$ cat config.mk
export PLATFORM = sky130hd
export DESIGN_NAME = mem_stage_lsu
export DESIGN_NICKNAME = d
export VERILOG_FILES = /design/src/rtl/mem_stage_lsu.sv
export SDC_FILE = /design/constraint.sdc
export NUM_CORES = 1
export LEC_CHECK = 0
export BUFFER_PORTS_ARGS = -buffer_cell sky130_fd_sc_hd__buf_2
export CAP_MARGIN = 10
export CELL_PAD_IN_SITES_DETAIL_PLACEMENT = 0
export CELL_PAD_IN_SITES_GLOBAL_PLACEMENT = 2
export CORE_MARGIN = 2
export CORE_UTILIZATION = 28
export CTS_CLUSTER_DIAMETER = 100
export DETAILED_ROUTE_END_ITERATION = 10
export GPL_TIMING_DRIVEN = 1
export HOLD_SLACK_MARGIN = 0.02
export PLACE_DENSITY = 0.88
export RECOVER_POWER = 25
export SETUP_SLACK_MARGIN = 0.05
export SKIP_CTS_REPAIR_TIMING = 1
export SLEW_MARGIN = 20
export SYNTH_ARGS = -nofsm -noshare
export SYNTH_HDL_FRONTEND = slang
export SYNTH_SLANG_ARGS = --single-unit
export TNS_END_PERCENT = 1
$ cat constraint.sdc
create_clock -name clk -period 3.82 [get_ports clk]
set_clock_uncertainty 0.15 [all_clocks]
set_input_delay 0.382 -clock clk [delete_from_list [all_inputs] [get_ports clk]]
set_output_delay 0.382 -clock clk [all_outputs]
set_load 0.02 [all_outputs]
$ cat src/rtl/mem_stage_lsu.sv
// Memory-stage load/store unit: data-cache handshake, store lane formatting,
// load byte/half selection with sign/zero extension, and pipeline stall.
module mem_stage_lsu #(
  parameter int unsigned XLEN = 32
) (
  input  logic            clk,
  input  logic            rst,
  input  logic            M_mem_rd,
  input  logic            M_mem_wr,
  input  logic [2:0]      M_funct3,
  input  logic [XLEN-1:0] M_alu_out,
  input  logic [XLEN-1:0] M_rs2_data,
  output logic            waiting,
  output logic            mem_err,
  output logic [XLEN-1:0] ld_data,
  output logic            dc_req,
  output logic            dc_we,
  output logic [XLEN-1:0] dc_addr,
  output logic [XLEN-1:0] dc_wdata,
  output logic [3:0]      dc_wstrb,
  input  logic            dc_ready,
  input  logic [XLEN-1:0] dc_rdata
);

  localparam logic [2:0] F3_B  = 3'b000;
  localparam logic [2:0] F3_H  = 3'b001;
  localparam logic [2:0] F3_W  = 3'b010;
  localparam logic [2:0] F3_BU = 3'b100;
  localparam logic [2:0] F3_HU = 3'b101;

  typedef enum logic [1:0] {
    IDLE = 2'd0,
    BUSY = 2'd1,
    DONE = 2'd2
  } state_t;

  state_t state;

  logic       is_load;
  logic       is_store;
  logic       f3_legal;
  logic       aligned;
  logic       acc_ok;
  logic       acc_err;

  logic [XLEN-1:0] st_wdata;
  logic [3:0]      st_wstrb;

  logic [1:0]      lat_off;
  logic [2:0]      lat_f3;
  logic [7:0]      ld_byte;
  logic [15:0]     ld_half;
  logic [XLEN-1:0] ld_ext;

  // Decode the MEM-stage instruction into a legal, aligned access or an error
  always_comb begin
    is_load  = M_mem_rd & ~M_mem_wr;
    is_store = M_mem_wr & ~M_mem_rd;

    f3_legal = 1'b0;
    if (is_load) begin
      case (M_funct3)
        F3_B, F3_H, F3_W, F3_BU, F3_HU: f3_legal = 1'b1;
        default:                        f3_legal = 1'b0;
      endcase
    end else if (is_store) begin
      case (M_funct3)
        F3_B, F3_H, F3_W: f3_legal = 1'b1;
        default:          f3_legal = 1'b0;
      endcase
    end

    // Access size lives in funct3[1:0]; the unsigned bit does not affect alignment
    case (M_funct3[1:0])
      2'b00:   aligned = 1'b1;
      2'b01:   aligned = ~M_alu_out[0];
      2'b10:   aligned = (M_alu_out[1:0] == 2'b00);
      default: aligned = 1'b0;
    endcase

    acc_ok  = (is_load | is_store) & f3_legal & aligned;
    acc_err = (M_mem_rd & M_mem_wr) | ((is_load | is_store) & ~(f3_legal & aligned));
  end

  // Errors are only reported while idle; a faulting instruction never stalls
  assign mem_err = (state == IDLE) & acc_err;

  // Stall from the detect cycle through every cycle spent waiting on the cache
  assign waiting = ((state == IDLE) & acc_ok) | (state == BUSY);

  // Replicate store data onto all lanes and build the byte strobes
  always_comb begin
    st_wdata = '0;
    st_wstrb = 4'b0000;
    if (is_store) begin
      case (M_funct3[1:0])
        2'b00: begin
          st_wdata = {4{M_rs2_data[7:0]}};
          st_wstrb = 4'b0001 << M_alu_out[1:0];
        end
        2'b01: begin
          st_wdata = {2{M_rs2_data[15:0]}};
          st_wstrb = 4'b0011 << M_alu_out[1:0];
        end
        2'b10: begin
          st_wdata = M_rs2_data;
          st_wstrb = 4'b1111;
        end
        default: begin
          st_wdata = '0;
          st_wstrb = 4'b0000;
        end
      endcase
    end
  end

  // Select the addressed byte/half of the returned word and extend it
  always_comb begin
    case (lat_off)
      2'd0:    ld_byte = dc_rdata[7:0];
      2'd1:    ld_byte = dc_rdata[15:8];
      2'd2:    ld_byte = dc_rdata[23:16];
      default: ld_byte = dc_rdata[31:24];
    endcase

    ld_half = lat_off[1] ? dc_rdata[31:16] : dc_rdata[15:0];

    case (lat_f3)
      F3_B:    ld_ext = {{24{ld_byte[7]}}, ld_byte};
      F3_H:    ld_ext = {{16{ld_half[15]}}, ld_half};
      F3_BU:   ld_ext = {24'd0, ld_byte};
      F3_HU:   ld_ext = {16'd0, ld_half};
      default: ld_ext = dc_rdata;
    endcase
  end

  // Access sequencer: issue request, hold it until the cache completes, then release
  always_ff @(posedge clk) begin
    if (rst) begin
      state    <= IDLE;
      dc_req   <= 1'b0;
      dc_we    <= 1'b0;
      dc_addr  <= '0;
      dc_wdata <= '0;
      dc_wstrb <= 4'b0000;
      ld_data  <= '0;
      lat_off  <= 2'b00;
      lat_f3   <= 3'b000;
    end else begin
      case (state)
        IDLE: begin
          if (acc_ok) begin
            state    <= BUSY;
            dc_req   <= 1'b1;
            dc_we    <= is_store;
            dc_addr  <= {M_alu_out[XLEN-1:2], 2'b00};
            dc_wdata <= st_wdata;
            dc_wstrb <= st_wstrb;
            lat_off  <= M_alu_out[1:0];
            lat_f3   <= M_funct3;
          end
        end
        BUSY: begin
          if (dc_ready) begin
            state  <= DONE;
            dc_req <= 1'b0;
            if (!dc_we) begin
              ld_data <= ld_ext;
            end
          end
        end
        // M_* still shows the finished instruction here, so never restart from DONE
        DONE: begin
          state <= IDLE;
        end
        default: begin
          state <= IDLE;
        end
      endcase
    end
  end

endmodule
# Yosys cells after proc, flatten, opt, wreduce, memory -nomap -nowiden

Cells that the tools add are included.

Output and inout port bits: 104
Flip-flop bits (word level): 107
Bits of input ports: 104

Eq/ne operators: 14
Bitwise operators: 17
Reduce and logical (&&, ||, !) cells: 13
Shift-type cells: 2
Mux-type cells: 18

Operators by type and width:

| operator                                             | count |
|---|---|
| one-hot mux 32 bit (4 select lines)                  | 1 |
| one-hot mux 32 bit (3 select lines)                  | 1 |
| 2-to-1 mux 32 bit                                    | 1 |
| one-hot mux 8 bit (3 select lines)                   | 1 |
| 2-to-1 mux 16 bit                                    | 1 |
| equality test 3 bit (second input constant)          | 4 |
| one-hot mux 4 bit (3 select lines)                   | 1 |
| bitwise AND 1 bit                                    | 9 |
| zero test 2 bit                                      | 4 |
| equality test 2 x 1 -> 1 bit (second input constant) | 3 |
| equality test 3 x 1 -> 1 bit (second input constant) | 2 |
| zero test 3 bit                                      | 2 |
| 2-to-1 mux 1 bit                                     | 6 |
| AND reduction 3 bit                                  | 2 |
| inverter 1 bit                                       | 5 |
| OR reduction 5 bit                                   | 1 |
| equality test 2 bit (second input constant)          | 2 |
| 2-to-1 mux 2 bit                                     | 2 |
| 2-to-1 mux 4 bit                                     | 1 |
| inequality test 2 bit (second input constant)        | 2 |
| one-hot mux 2 bit (2 select lines)                   | 1 |
| AND reduction 2 bit                                  | 2 |
| << shifter 1 x 2 -> 4 bit (first input constant)     | 1 |
| << shifter 2 x 2 -> 4 bit (first input constant)     | 1 |
| other kinds (6)                                      | 8 |

# Depth between registers and ports, before layout

Gate-level depths: netlist (run 1).

Depth after elaboration: 10
Gate-level depth with buffers: 8
Depth with buffers taken out: 6

# Worst setup path before layout (run 1)

No wires, ideal clock.

Kind: input port to output port
Start point: input port M_mem_rd
End point: output port waiting
Arrival time: 1.445 ns
Data required time: 3.288 ns
Stages: 6
Slack: 1.843 ns
Path through: inv_1 > ha_1 > nor2b_1 > o2111a_1 > buf_2 > or2_2

Cells in the longest elaborated chain, start to end: 8
Elaborated cells on any way between the ends: 10
Classes of those cells: mux (2); bitwise (8)

RTL lines:

| item                               | RTL line | text |
|---|---|---|
| start, declared                    | 8        | `input logic M_mem_rd,` |
| inverter 1 bit (*)                 | 58       | `is_store = M_mem_wr & ~M_mem_rd;` |
| bitwise AND 1 bit (*)              | 58       |  |
| net is_store                       | 40       | `logic is_store;` |
| 2-to-1 mux 1 bit                   | 66       | `end else if (is_store) begin` |
| 2-to-1 mux 1 bit                   | 61       | `if (is_load) begin` |
| bitwise AND 1 bit (*) (2 in a row) | 81       | `acc_ok = (is_load \| is_store) & f3_legal & aligned;` |
| bitwise AND 1 bit (*)              | 89       | `assign waiting = ((state == IDLE) & acc_ok) \| (state == BUSY);` |
| bitwise OR 1 bit (*)               | 89       |  |
| end, declared                      | 13       | `output logic waiting,` |

The timed path passes the listed nets; every way through them passes the cells marked *.

# Final worst setup path (run 1)

Start point: input port M_mem_rd
End point: output port waiting

Cells in the longest elaborated chain, start to end: 8
Elaborated cells on any way between the ends: 10
Classes of those cells: mux (2); bitwise (8)

RTL lines:

| item                               | RTL line |
|---|---|
| inverter 1 bit                     | 58 |
| bitwise AND 1 bit                  | 58 |
| 2-to-1 mux 1 bit                   | 66 |
| 2-to-1 mux 1 bit                   | 61 |
| bitwise AND 1 bit (*) (2 in a row) | 81 |
| bitwise AND 1 bit (*)              | 89 |
| bitwise OR 1 bit (*)               | 89 |

Every way passes the cells marked *; elsewhere a longest branch is shown, timed or not.

==> results of run 1 <==
critical path, stage by stage:
cell and delay [ns]:
buf_2 0.10, inv_1 0.04, ha_1 0.30, nor3_1 0.35, o2111a_2 0.49, or2_2 0.18, buf_2 0.15
routing by layer:
metal  up-vias  part of all wire, %  track usage (%)
li1       2479                    -                -
met1      2306                   46             23.0
met2       136                   47             28.6
met3        13                  6.1             3.93
met4         0                  1.3             5.84
met5         -                    0                0
path summary, 6_finish.rpt:
path	from	slack [ns]	endpoint
worst min-delay path	M_alu_out[15]	0.11	dc_addr[15]
worst max register to register	state[0]	1.38	ld_data[13]
worst min register to register	dc_addr[8]	0.30	dc_addr[8]
worst max-delay path	M_mem_rd	1.27	waiting
kinds of logic after synthesis:
kind of cell	after synthesis	share of synthesized area [%]
multiplexers	24	5.38
adder cells (fa/ha/maj)	3	0.772
AND/OR/NAND/NOR	260	23.5
flip-flops	107	44.0
other	1	0.0771
buffers and inverters	59	5.22
AO/OA/AOI/OAI	162	21.0
layout by cell type, fill, tap and decap left out, drive strengths merged, types with 3 or more instances in the layout:
cell type,n
o21ai,23
dfxtp,107
ha,3
a221oi,8
mux2i,16
nand3,22
nand3b,17
clkbuf,61
o221a,7
o2111ai,3
a211oi,16
a21oi,77
nor3,10
inv,6
nand2b,4
nor2b,14
nor2,39
nand2,149
mux2,7
a31oi,8
o31ai,11
o211ai,4
buf,161
final cells by class:
class | count | area [µm²] | share of cell area (%)
clock buffers | 9 | 225 | 3.57
clock inverters | 7 | 98.8 | 1.57
repair buffers | 213 | 1040 | 16.4
flip-flops and latches | 107 | 2140 | 34.0
inverters | 4 | 15.0 | 0.238
multi-input cells | 451 | 2500 | 39.7
well taps | 225 | 282 | 4.47
flip-flops by register name, summed over array words and instances, names as in the netlist:
signal    count
dc_wstrb      4
dc_req        1
state         2
ld_data      32
lat_f3        3
dc_we         1
lat_off       2
dc_wdata     32
dc_addr      30
power by group:
part	internal (mW)	switching, mW	total, mW
logic	0.109	0.183	0.291
clock network	0.580	0.452	1.03
registers	1.14	0.0140	1.15
total	1.82	0.649	2.47
through the flow:
step                      hold WS (ns)  total power [mW]  util [%]  instance area, µm²
after floorplan                  0.300              1.34         -                4870
after global routing             0.103              2.57      36.8                6300
final                            0.113              2.47      36.8                6300
after detailed placement         0.294              1.47      35.3                6040
after global placement           0.286              1.47      35.3                6040
after CTS                       0.0952              2.51      37.2                6370
==> metrics, run 1 <==
status finished, final reports clean; Max Cap Viol 0; Placed Instances 1000; Worst IR Drop VDD 0.000204 V; worst min path class in2reg; total routing usage reported by global routing 17.5%; CP Capture Type output port; Reg clk slew, reported paths 0.08 ns; top_reg_cell synth dfxtp_1; Tightest Pin Transition 1.05 ns; Slew HR 30.1%; sequential-to-total area share from yosys stat 44.0%; CP max FO 14; row count 48; Tmin final 2.55 ns; Setup CP Type in2out; antenna violation net count after detailed routing 0; chip height 136 µm; Synth Register Bits 107; gpl congestion 0.772; vias in the first global route 4725; I/O pins 208; RSZ-0062 raised after global routing false; Core ar. 0.0171 mm²; final global-route overflow total 0; startpoint types input pin; Sink Count 107; Cell Area, Synth 0.00486 mm²; Clock Tree Root clkbuf_16; clock buffer depth 2; cells after synthesis 616; largest net degree at the start of global routing 63; Critical Path AT 2.02 ns; Post-synth EDFFs 0; PwrDens 392 mW/mm²; most common cell in the netlist nand2_1; worst skew pair latency 0.35 ns; Die Wd 136 µm; die area 0.0184 mm²; CTS Buf Count 9; Synth top area share 44.0%; DRT Wirelength 16.5 mm; final setup vio count 0; worst hold stages 3; final setup margin 1.27 ns; via count 4934; LEAKAGE 2.43 nW; Post-Layout Cell Count 1016; Synth top cells by count 149 x nand2_1, 107 x dfxtp_1, 77 x a21oi_1, 39 x clkbuf_1, 39 x nor2_1; Initial Util 28.4%; Final period util 66.7%; Yosys Warn Count 0; Worst Path Required 3.29 ns; estimated wirelength of the detail-placed design 11.5 mm; leading area contributor after synthesis dfxtp_1; Cell variety after synth 38; synth-to-layout area growth 29.6%; fmax 0.392 GHz; TNS Setup 0 ns; Filler cells 1892; Initial DRT Pass Iterations 4; Avg Cell Area, Syn 7.90 µm²; first-pass GRT wire length 25.5 mm; path depth of the worst reg2reg path 5; Final nets 893; synth top area cells dfxtp_1 44%, nand2_1 11%, a21oi_1 7.9%; ANT cells 0; port buffer count 205; initial DRC count 191; initial antenna violation count 0; Slew Limit Fails 0; asr flop ratio synth 0%; Post-route DRC 0; final hold vios 0; Avg Vias per Cell 4.86; WL per Instance 16.2 µm; CTS tree done; H-tree lvl count 3; post-place setup slack 1.01 ns; fraction of layout cells with a size suffix above 1 25.0%
Note: power is estimated with default switching activity, not from simulation.
==> inputs of run 2 (changes only) <==
--- a/config.mk
+++ b/config.mk
@@ -10,12 +10,12 @@
 export CELL_PAD_IN_SITES_DETAIL_PLACEMENT = 0
 export CELL_PAD_IN_SITES_GLOBAL_PLACEMENT = 2
 export CORE_MARGIN = 2
-export CORE_UTILIZATION = 28
+export CORE_UTILIZATION = 23
 export CTS_CLUSTER_DIAMETER = 100
 export DETAILED_ROUTE_END_ITERATION = 10
 export GPL_TIMING_DRIVEN = 1
 export HOLD_SLACK_MARGIN = 0.02
-export PLACE_DENSITY = 0.88
+export PLACE_DENSITY = 0.77
 export RECOVER_POWER = 25
 export SETUP_SLACK_MARGIN = 0.05
 export SKIP_CTS_REPAIR_TIMING = 1
==> constraint.sdc (replaced) <==
create_clock -name clk -period 2.1 [get_ports clk]
set_clock_uncertainty 0.15 [all_clocks]
set_input_delay 0.21 -clock clk [delete_from_list [all_inputs] [get_ports clk]]
set_output_delay 0.21 -clock clk [all_outputs]
set_load 0.02 [all_outputs]
==> metrics, run 2 (same netlist as run 1, synthesis figures left out) <==
via count 5148; Avg Vias per Cell 4.52; startpoint types input pin; final core occ 34.0%; Post-route DRC 0; fmax 0.497 GHz; ANT cells 0; TNS Setup 0 ns; Total Power 4.64 mW; HP Start M_rs2_data[0]; met1 Usage GRT 20.2%; setup slack, reg-to-reg 0.28 ns; Worst Path Required 2.18 ns; worst skew pair latency 0.34 ns; post-place setup slack 0.0668 ns; Final nets 969; crit path cell chain dlygate4sd3_1, buf_2, mux4_2, or2_4, a31oi_4, buf_12, a211oi_1; H-tree lvl count 3; chip height 149 µm; busiest grt layer met2; antenna violation net count after detailed routing 0; Max Cap Viol 0; RSZ-0062 raised after global routing false; fraction of layout cells with a size suffix above 1 25.3%; CP max FO 16; status finished, final reports clean; LEAKAGE 2.77 nW; clock buffer depth 2; final hold vios 0; Tmin final 2.01 ns; Slew Limit Fails 0; row count 53; Slew HR 59.5%; DP Area 0.00629 mm²; Worst IR Drop VDD 0.000444 V; final global-route overflow total 0; Filler cells 2333; first-pass GRT wire length 26.6 mm; Sink Count 107; I/O pins 208; Initial DRT Pass Iterations 4; estimated wirelength of the detail-placed design 12.5 mm; Post-Layout Cell Count 1139; Hold Slack 0.0249 ns; die area 0.0223 mm²; most common cell after layout, fill and taps aside buf_2; Tightest Pin Transition 0.603 ns; initial antenna violation count 0; final setup vio count 0; Setup CP Type in2reg; Core ar. 0.0209 mm²; Final period util 95.9%; Initial Util 23.3%; total routing usage reported by global routing 15.2%; synth-to-layout area growth 45.8%; Clock Tree Root clkbuf_16; Critical Path AT 2.09 ns; Largest regs dc_wdata: 32 flops, ld_data: 32 flops, dc_addr: 30 flops; initial DRC count 216; commonest non-fill, non-tap cells in the layout 153 x buf_2, 149 x nand2_1, 106 x dfxtp_1; Die Wd 149 µm; Final Cell Area 0.00709 mm²; path depth of the worst reg2reg path 5; CTS tree done; reg2reg start lat_off[1]; PwrDens 654 mW/mm²; Reg clk slew, reported paths 0.07 ns; largest net degree at the start of global routing 54; max incr delay on CP 0.56 ns; vias in the first global route 4732; WL per Instance 15.6 µm; CTS Buf Count 9; worst hold stages 3; Slowest-stage cell, CP dlygate4sd3_1; DRT Wirelength 17.8 mm; met3 Use GR 3.93%; CP Capture Type flip-flop; met2 usage 24.1%; worst min path class in2reg; Critical Path Start dc_rdata[31]; gpl congestion 0.744; Placed Instances 1071; final setup margin 0.0863 ns; port buffer count 205
==> run 2: cell count changes in the layout (fill, tap and decap cells not counted), sizes merged <==
cell,delta
buf,+24
clkinvlp,-1
inv,-2
dlygate4sd3,+53
clkinv,-2
bufinv,+1
==> run 2: routing by layer <==
| metal | vias to the layer above | wire length [µm] |
|---|---|---|
| met5 | - | 0 |
| met1 | 2374 | 8140 |
| li1 | 2617 | - |
| met3 | 18 | 1010 |
| met2 | 139 | 8340 |
| met4 | 0 | 308 |
==> run 2: path summary, 6_finish.rpt <==
check / to
worst min-delay path: dc_wdata[0]
worst max register to register: ld_data[22]
worst max-delay path: ld_data[22]
worst min register to register: dc_wdata[1]
==> run 2: where the power goes <==
part	internal (mW)	total [mW]	leakage [nW]	switching (mW)
combinational	0.286	0.650	1.75	0.364
clock	1.15	1.90	0.154	0.754
sequential	2.07	2.09	0.865	0.0206
==> run 2: final cells by class <==
cell class              count  area, µm²  share of cell area [%]
clock buffers              10        229                    3.23
clock inverters             3       90.1                    1.27
inverters                   4       15.0                   0.212
multi-input cells         451       2500                    35.3
flip-flops and latches    107       2140                    30.2
well taps                 275        344                    4.85
repair buffers            289       1770                    24.9
==> run 2: critical path: cells and delay by family <==
family                 cells  cell delay (ns)
AOI/OAI and AO/OA          2             0.24
muxes                      1             0.50
buffers and inverters      3             0.88
and+or+nand+nor            1             0.26
